<file path="src/rtl/vga_range_ctrl.sv">
// vga_range_ctrl: auto-ranging VGA gain stepper with hysteresis, overflow back-off and settle veto
module vga_range_ctrl #(
    parameter int DATA_WIDTH = 16,
    parameter int GAIN_MIN   = 0,
    parameter int GAIN_MAX   = 31,
    parameter int GAIN_INIT  = 16,
    parameter int HI_TH      = 28000,
    parameter int LO_TH      = 8000,
    parameter int N_HYST     = 4,
    parameter int OVF_STEP   = 3,
    parameter int SETTLE_CYC = 100
) (
    input  logic                  clk,
    input  logic                  rst,
    input  logic                  auto_en,
    input  logic [4:0]            manual_gain,
    input  logic                  evt_rdy,
    input  logic                  cal_flag,
    input  logic [DATA_WIDTH-1:0] max_a,
    input  logic [DATA_WIDTH-1:0] max_b,
    input  logic [DATA_WIDTH-1:0] max_c,
    input  logic [DATA_WIDTH-1:0] max_d,
    input  logic                  ovf_a,
    input  logic                  ovf_b,
    input  logic                  ovf_c,
    input  logic                  ovf_d,
    output logic [4:0]            vga_gain,
    output logic                  gain_upd,
    output logic                  busy
);
    typedef enum logic [1:0] {IDLE, EVAL, ADJUST, SETTLE} state_t;
    localparam logic signed [6:0]        G_MIN  = 7'(GAIN_MIN);
    localparam logic signed [6:0]        G_MAX  = 7'(GAIN_MAX);
    localparam logic signed [6:0]        O_STEP = 7'(OVF_STEP);
    localparam logic [DATA_WIDTH-1:0]    HI     = DATA_WIDTH'(HI_TH);
    localparam logic [DATA_WIDTH-1:0]    LO     = DATA_WIDTH'(LO_TH);
    localparam logic [7:0]               NH     = 8'(N_HYST);
    localparam logic [15:0]              SC     = 16'(SETTLE_CYC - 1);
    state_t                state, state_n;
    logic [4:0]            gain_n, new_gain, new_gain_n;
    logic                  gain_upd_n, busy_n, ovf, ovf_n, chg;
    logic [7:0]            hi_cnt, lo_cnt, hi_n, lo_n, hi_inc, lo_inc;
    logic [15:0]           settle_cnt, settle_n;
    logic [DATA_WIDTH-1:0] peak, peak_n, pk_ab, pk_cd, pk_all;
    // 7-bit signed keeps both gain-OVF_STEP below zero and GAIN_MAX+1 from wrapping
    logic signed [6:0]     g, cand, clamped;
    always_comb begin
        pk_ab      = max_a >= max_b ? max_a : max_b;
        pk_cd      = max_c >= max_d ? max_c : max_d;
        pk_all     = pk_ab >= pk_cd ? pk_ab : pk_cd;
        g          = signed'({2'b00, vga_gain});
        hi_inc     = hi_cnt + 8'd1;
        lo_inc     = lo_cnt + 8'd1;
        state_n    = state;
        gain_n     = vga_gain;
        gain_upd_n = 1'b0;
        busy_n     = busy;
        hi_n       = hi_cnt;
        lo_n       = lo_cnt;
        settle_n   = settle_cnt;
        peak_n     = peak;
        ovf_n      = ovf;
        new_gain_n = new_gain;
        cand       = g;
        chg        = 1'b0;
        case (state)
            IDLE: if (evt_rdy && !cal_flag && auto_en) begin
                peak_n  = pk_all;
                ovf_n   = ovf_a | ovf_b | ovf_c | ovf_d;
                state_n = EVAL;
            end
            EVAL: begin
                state_n = IDLE;
                if (ovf) begin
                    cand = g - O_STEP;
                    chg  = 1'b1;
                    hi_n = '0;
                    lo_n = '0;
                end else if (peak >= HI) begin
                    lo_n = '0;
                    hi_n = hi_inc >= NH ? '0 : hi_inc;
                    chg  = hi_inc >= NH;
                    cand = chg ? g - 7'sd1 : g;
                end else if (peak < LO) begin
                    hi_n = '0;
                    lo_n = lo_inc >= NH ? '0 : lo_inc;
                    chg  = lo_inc >= NH;
                    cand = chg ? g + 7'sd1 : g;
                end else begin
                    hi_n = '0;
                    lo_n = '0;
                end
                if (chg && new_gain_n != vga_gain) state_n = ADJUST;
            end
            ADJUST: begin
                gain_n     = new_gain;
                gain_upd_n = 1'b1;
                busy_n     = 1'b1;
                settle_n   = SC;
                state_n    = SETTLE;
            end
            default: begin
                busy_n   = settle_cnt != 16'd0;
                state_n  = settle_cnt == 16'd0 ? IDLE : SETTLE;
                settle_n = settle_cnt == 16'd0 ? settle_cnt : settle_cnt - 16'd1;
            end
        endcase
        clamped = cand < G_MIN ? G_MIN : cand > G_MAX ? G_MAX : cand;
        if (state == EVAL) new_gain_n = clamped[4:0];
        if (state == EVAL && chg) state_n = clamped[4:0] != vga_gain ? ADJUST : IDLE;
        if (!auto_en) begin
            gain_n     = manual_gain;
            state_n    = IDLE;
            hi_n       = '0;
            lo_n       = '0;
            busy_n     = 1'b0;
            gain_upd_n = 1'b0;
            settle_n   = '0;
        end
    end
    always_ff @(posedge clk) begin
        if (rst) begin
            state      <= IDLE;
            vga_gain   <= 5'(GAIN_INIT);
            gain_upd   <= 1'b0;
            busy       <= 1'b0;
            hi_cnt     <= '0;
            lo_cnt     <= '0;
            settle_cnt <= '0;
            peak       <= '0;
            ovf        <= 1'b0;
            new_gain   <= 5'(GAIN_INIT);
        end else begin
            state      <= state_n;
            vga_gain   <= gain_n;
            gain_upd   <= gain_upd_n;
            busy       <= busy_n;
            hi_cnt     <= hi_n;
            lo_cnt     <= lo_n;
            settle_cnt <= settle_n;
            peak       <= peak_n;
            ovf        <= ovf_n;
            new_gain   <= new_gain_n;
        end
    end
endmodule

</file>
<file path="config.mk">
export PLATFORM = sky130hd
export DESIGN_NAME = vga_range_ctrl
export DESIGN_NICKNAME = d
export VERILOG_FILES = /design/src/rtl/vga_range_ctrl.sv
export SDC_FILE = /design/constraint.sdc
export NUM_CORES = 1
export LEC_CHECK = 0
export BUFFER_PORTS_ARGS = -buffer_cell sky130_fd_sc_hd__buf_2
export CAP_MARGIN = 40
export CORE_ASPECT_RATIO = 1.1
export CORE_MARGIN = 3
export CORE_UTILIZATION = 61
export CTS_CLUSTER_DIAMETER = 150
export DETAILED_ROUTE_END_ITERATION = 16
export PLACE_DENSITY = 0.86
export RECOVER_POWER = 100
export SETUP_SLACK_MARGIN = 0.02
export SLEW_MARGIN = 10
export SYNTH_ARGS = -nofsm -noshare
export SYNTH_HDL_FRONTEND = slang
export SYNTH_SLANG_ARGS = --single-unit
</file>
<file path="constraint.sdc">
create_clock -name clk -period 8.5 [get_ports clk]
set_input_delay 0.425 -clock clk [delete_from_list [all_inputs] [get_ports clk]]
set_output_delay 0.425 -clock clk [all_outputs]
set_load 0.01 [all_outputs]
</file>
* After elaboration in Yosys (flattened, before gate mapping)
Index checks and enable logic that the tools add are counted.
Widths: inputs -> output; s select.
** Operators by class
- $mul :: 0
- Multiplexer cells :: 35
- Divide/modulo/power cells :: 0
- $add $sub $neg :: 6
- Reductions and logical operators :: 12
- Order comparisons :: 9
- Shifts and indexed selects :: 0
- Equal/unequal tests :: 7
- Bitwise operators :: 5
** Operators by type and width (number)
- $mux 16 :: 4
- $mux 8 :: 7
- $ge 16x16->1 :: 3
- $pmux 16 s2 :: 1
- $mux 7 :: 4
- $mux 5 :: 4
- $add 8x1->8 const B :: 2
- $ge 16x15->1 const B :: 1
- $ge 8x3->1 const B :: 2
- $logic_not 16->1 :: 1
- $lt 16x13->1 const B :: 1
- $reduce_bool 16->1 :: 1
- $sub 16x1->16 const B :: 1
- $mux 6 :: 2
- $mux 2 :: 5
- $ne 5x5->1 :: 2
- $gt 7x6->1 const B :: 1
- $lt 7x1->1 const B :: 1
- $add 5x1->6 const B :: 1
- $mux 1 :: 6
- $pmux 2 s3 :: 1
- $sub 5x1->6 const B :: 1
- $sub 5x2->6 const B :: 1
- $logic_and 1x1->1 :: 4
- other kinds (11) :: 17
** Storage, ports and cells
- Output and inout bits :: 7
- Bits in writable memories :: 0
- Word-level logic and storage cells :: 84
- Latch bits :: 0
- Memory bits (read-only) :: 0
- Memories kept :: 0
- Bits in registers :: 63

* Logic depth before layout (Yosys ltp)
- Word-level depth :: 13
- Mapped depth :: 19
- Mapped depth without buffers :: 16

* Worst setup path before layout
No wires, ideal clock.
- Path kind :: input to register
- Start point :: input max_d[5]
- End point :: register peak[10]
- Setup time :: 0.062 ns
- Setup slack :: 4.554 ns
- Data arrival time :: 3.884 ns
- Stages :: 19
- Cells stage by stage :: inv_1 > ha_1 > a2111oi_0 > nand2_1 > a21oi_1 > a2bb2oi_1 > clkbuf_1 > a21oi_1 > or2_2 > ha_1 > nand2b_1 > a21o_1 > a211o_1 > a211oi_1 > or3_1 > clkbuf_1 > clkbuf_1 > o2111ai_1 > nand3_1
** Between the ends
- Cells in the longest elaborated chain, start to end :: 4
** Ends and longest elaborated chain
- from (decl) :: RTL line 22 : input logic [DATA_WIDTH-1:0] max_d,
- $ge 16x16->1 :: RTL line 49 : pk_cd = max_c >= max_d ? max_c : max_d;
- $mux 16 (*) :: RTL line 49
- $ge 16x16->1 :: RTL line 50 : pk_all = pk_ab >= pk_cd ? pk_ab : pk_cd;
- $mux 16 (*) :: RTL line 50
- to (signal assigned) :: RTL line 141 : peak <= peak_n;
- to (decl) :: RTL line 44 : logic [DATA_WIDTH-1:0] peak, peak_n, pk_ab, pk_cd, pk_all;
Every way passes the cells marked *; elsewhere a longest branch is shown, timed or not.
A chain may end at the register's enable or synchronous reset.

* Final worst setup path
Ends and elaborated chain as after synthesis.

==> results by stage <==
Clocking:
- The cell chosen for the clock root is clkbuf_8.
- The number of resized instances in the post-cts repair step is 0.
- Clock-pin slew was measured on the worst setup and hold paths at 0.08 ns.
- For this design, the CTS-stage hold fixing added 0 buffers.
- The later-pin clock latency in the skew report is 0.35 ns.
- CTS built an H-tree with a depth of 3.
- TritonCTS built the clock tree.
- The number of buffers added for setup after CTS is 0.
- In this run the deepest clock path goes through 2 buffers.
- Clock tree synthesis found a total of 58 sinks.
- The CTS buffer count is 9.

Floorplan:
- For this configuration, the core starts out at a cell density of 0.632.
- The overall die height is 98.5 um.
- The core footprint is 7510 sq um.
- The area of the die is 8880 sq um.
- The standard-cell row count is 33.
- The die width is 90.1 um.
- During I/O placement, the number of pins put on the boundary was 85.

Cells and area:
- The total of fill cells in the finished design is 646.
- After the last flow step, the layout net total stands at 793.
- The area growth from synthesis to layout is 13.5%.
- The number of antenna diodes in the final layout is 0.
- For this run, the share of the core covered by cells in the final layout is 0.717.
- In the final layout, the share of cells above drive strength 1 is 0.177.

Drt:
- In this run the remaining antenna-violating nets after routing total 0.
- Across all layers, the routed design uses 4772 vias.
- The number of vias per cell after detailed routing is 6.18.
- The detailed router's first-iteration violation count is 302.
- The count of unresolved DRC violations after routing is 0.
- The average routed wire per standard cell is 16.1 um.
- The total wire length is 12400 um.
- The number of detailed-route iterations in the first pass is 8.

Placement:
- The total of buffers placed on input and output ports is 84.
- The placed wire-length estimate after detailed placement is 9600 um.
- The post-place setup slack is 3.73 ns.
- The global placer's final weighted congestion is 0.951.

STA:
- The minimum setup slack in the final design is 3.59 ns.
- The final max-slew violation count was 0.
- Static timing analysis puts the maximum clock frequency at 204 MHz.
- The final-report setup violation count is 0.
- The final hold violation count is 0.
- The worst slew margin relative to its limit is 0.127.
- After layout, the minimum clock period comes to 4.91 ns.
- Setup repair after global routing left no endpoint under its margin.
- The share of the clock period used by the worst path is 0.577.
- The final setup skew is 0.0111 ns.
- Adding up every negative setup slack in the final design gives 0 ns.
- The slew at the pin with the worst max-slew slack is 1.30 ns.

Synth:
- Summed over all instances, the cell type with the most area after synthesis is dfxtp_1.
- Synthesis produced a netlist whose cell count is 597.
- Synthesis produced a netlist with a net count of 728.
- The mapped netlist covers 4750 sq um.
- The most frequently used flop master after synthesis is dfxtp_1.
- The per-instance average area after synthesis is 7.95 sq um.
- The share of the yosys chip area belonging to registers is 0.245.
- The number of enable-type register cells in the synthesized netlist is 0.
- The netlist uses 61 different library cells.
- The count of state elements after synthesis is 58.
- After synthesis, the cell types taking the most area are dfxtp_1 (24%), ha_1 (14%), nor2_1 (4.6%).
- In the synthesized netlist, the cells that appear most often are dfxtp_1 (58), nor2_1 (58), ha_1 (53).
- The top cell type's share of synthesized area is 0.245.
- The fraction of registers with async set/reset is 0.
- The Yosys warning count is 0.

Worst setup path:
- The depth of the worst register-to-register path is 9.
- The kind of critical path is in2reg.
- The required time at the worst-slack endpoint is 8.72 ns.
- The sort of element at the end of the critical path is a flip-flop.
- STA puts the critical path data arrival time at 5.12 ns.
- In this run the worst path has a maximum fanout of 18.
- The worst setup path is launched from a primary input.
- The endpoint identified for the worst register-to-register timing path is settle_cnt[9].
- The critical register-to-register path startpoint is settle_cnt[0].
- The setup slack of the worst register-to-register path is 5.05 ns.

Flow run:
- Across the run, the number of max-cap violations was 0.

Global route:
- The final global-route overflow total is 0.
- The via count of the first global-routing pass is 4517.
- The global-route wire length before repair is 20600 um.
- The number of antenna violations at the first check in global routing came to 0.
- The largest net degree at the start of global routing is 33.
- Across every metal layer, demand over resource in global routing totals 0.279.

Power and ir drop:
- The worst vdd rail ir drop is 154 uV.
- The power density over the cells is 147 nW/um^2.
- The leakage power figure is 2.48 nW.

Hold path:
- The worst hold path terminates at vga_gain[2].
- In this run the worst hold path is classified as in2reg.
- The beginning of the worst hold path is manual_gain[2].
- Counting instances, the worst hold path has a depth of 3.

Outcome:
- The run finished with clean final reports.
[worst max-delay path by stage]
stage / startpoint / to / slack [ns] / depth (start not counted)
after CTS: max_d[5] / peak[10] / 4.03 / 19
after floorplan: max_d[5] / peak[10] / 4.55 / 19
after global placement: max_c[5] / peak[10] / 3.78 / 17
after global routing: max_d[5] / peak[10] / 3.28 / 19
after detailed placement: max_d[5] / peak[10] / 3.73 / 19
final: max_d[5] / peak[10] / 3.59 / 19
[registers in the layout, indices dropped and copies added, names as in the netlist]
name	cells
settle_cnt	16
peak	11
hi_cnt	8
lo_cnt	8
new_gain	5
vga_gain	5
state	2
busy	1
gain_upd	1
ovf	1
[cells in the final DEF (no fill, tap or decap), types with 3 or more instances in the layout]
cell type / count
a211o_1: 4
a211oi_1: 11
a21boi_0: 16
a21o_1: 10
a21oi_1: 36
a31oi_1: 4
and3_1: 32
buf_2: 75
bufinv_16: 3
clkbuf_1: 11
clkbuf_8: 9
clkinv_4: 3
dfxtp_1: 58
ha_1: 53
inv_1: 41
mux2_2: 16
mux2i_1: 8
nand2_1: 26
nand2b_1: 8
nand3_1: 24
nand3b_1: 12
nand4_1: 8
nor2_1: 58
nor2b_1: 5
nor3_1: 19
nor3b_1: 5
nor4_1: 6
o2111ai_1: 13
o211ai_1: 14
o21a_1: 5
o21ai_0: 19
o31ai_1: 4
or3_1: 7
or4_1: 3
xnor2_1: 6
[cells by family after synthesis]
family,count (synthesis),synth area share
flops,58,0.245
mux,24,0.0548
xor+xnor,8,0.0148
simple gates,226,0.260
compound gates,152,0.222
buf+inv,76,0.0633
fa+ha+maj,53,0.140
[final cells by class]
cell class	instances	area (sq um)	area share
clock buffers	9	124	0.0230
clock inverters	7	125	0.0232
inverters	41	154	0.0286
multi-input cells	463	3250	0.603
flip-flops and latches	58	1160	0.215
well taps	105	131	0.0244
repair buffers	89	443	0.0822
[where the power goes]
part	switching, mW	leakage, nW	total [mW]	internal [mW]
registers	0.00909	0.469	0.287	0.278
logic	0.103	1.88	0.184	0.0814
clock network	0.126	0.124	0.323	0.197
[per-stage QoR]
step                instance area [sq um]  total power [mW]  std cells  hold slack (ns)
floorplan                            4750             0.417        597            0.438
global placement                     5170             0.463        753            0.460
detailed placement                   5190             0.475        756            0.469
CTS                                  5440             0.795        772            0.342
global route                         5390             0.830        772            0.363
finish                               5390             0.794        772            0.354
[worst max-delay path: stages]
cell and delay, ns:
clkbuf_1 0.10, inv_1 0.05, ha_1 0.29, a2111oi_0 0.36, nand2_1 0.09, a21oi_1 0.13
a2bb2oi_1 0.70, clkbuf_1 0.54, a21oi_1 0.11, or2_2 0.30, ha_1 0.26, nand2b_1 0.14
a21o_1 0.17, a211o_1 0.29, a211oi_1 0.32, nor3_1 0.22, clkbuf_1 0.21, o211ai_1 0.28
nand3_1 0.12
[per-layer routing]
metal | vias up | GRT usage | share of wire
li1 | 2335 | - | -
met1 | 2238 | 0.332 | 0.42
met2 | 174 | 0.498 | 0.50
met3 | 25 | 0.0580 | 0.060
met4 | 0 | 0.0954 | 0.019
met5 | - | 0 | 0
Note: power is estimated with default switching activity, not from simulation.
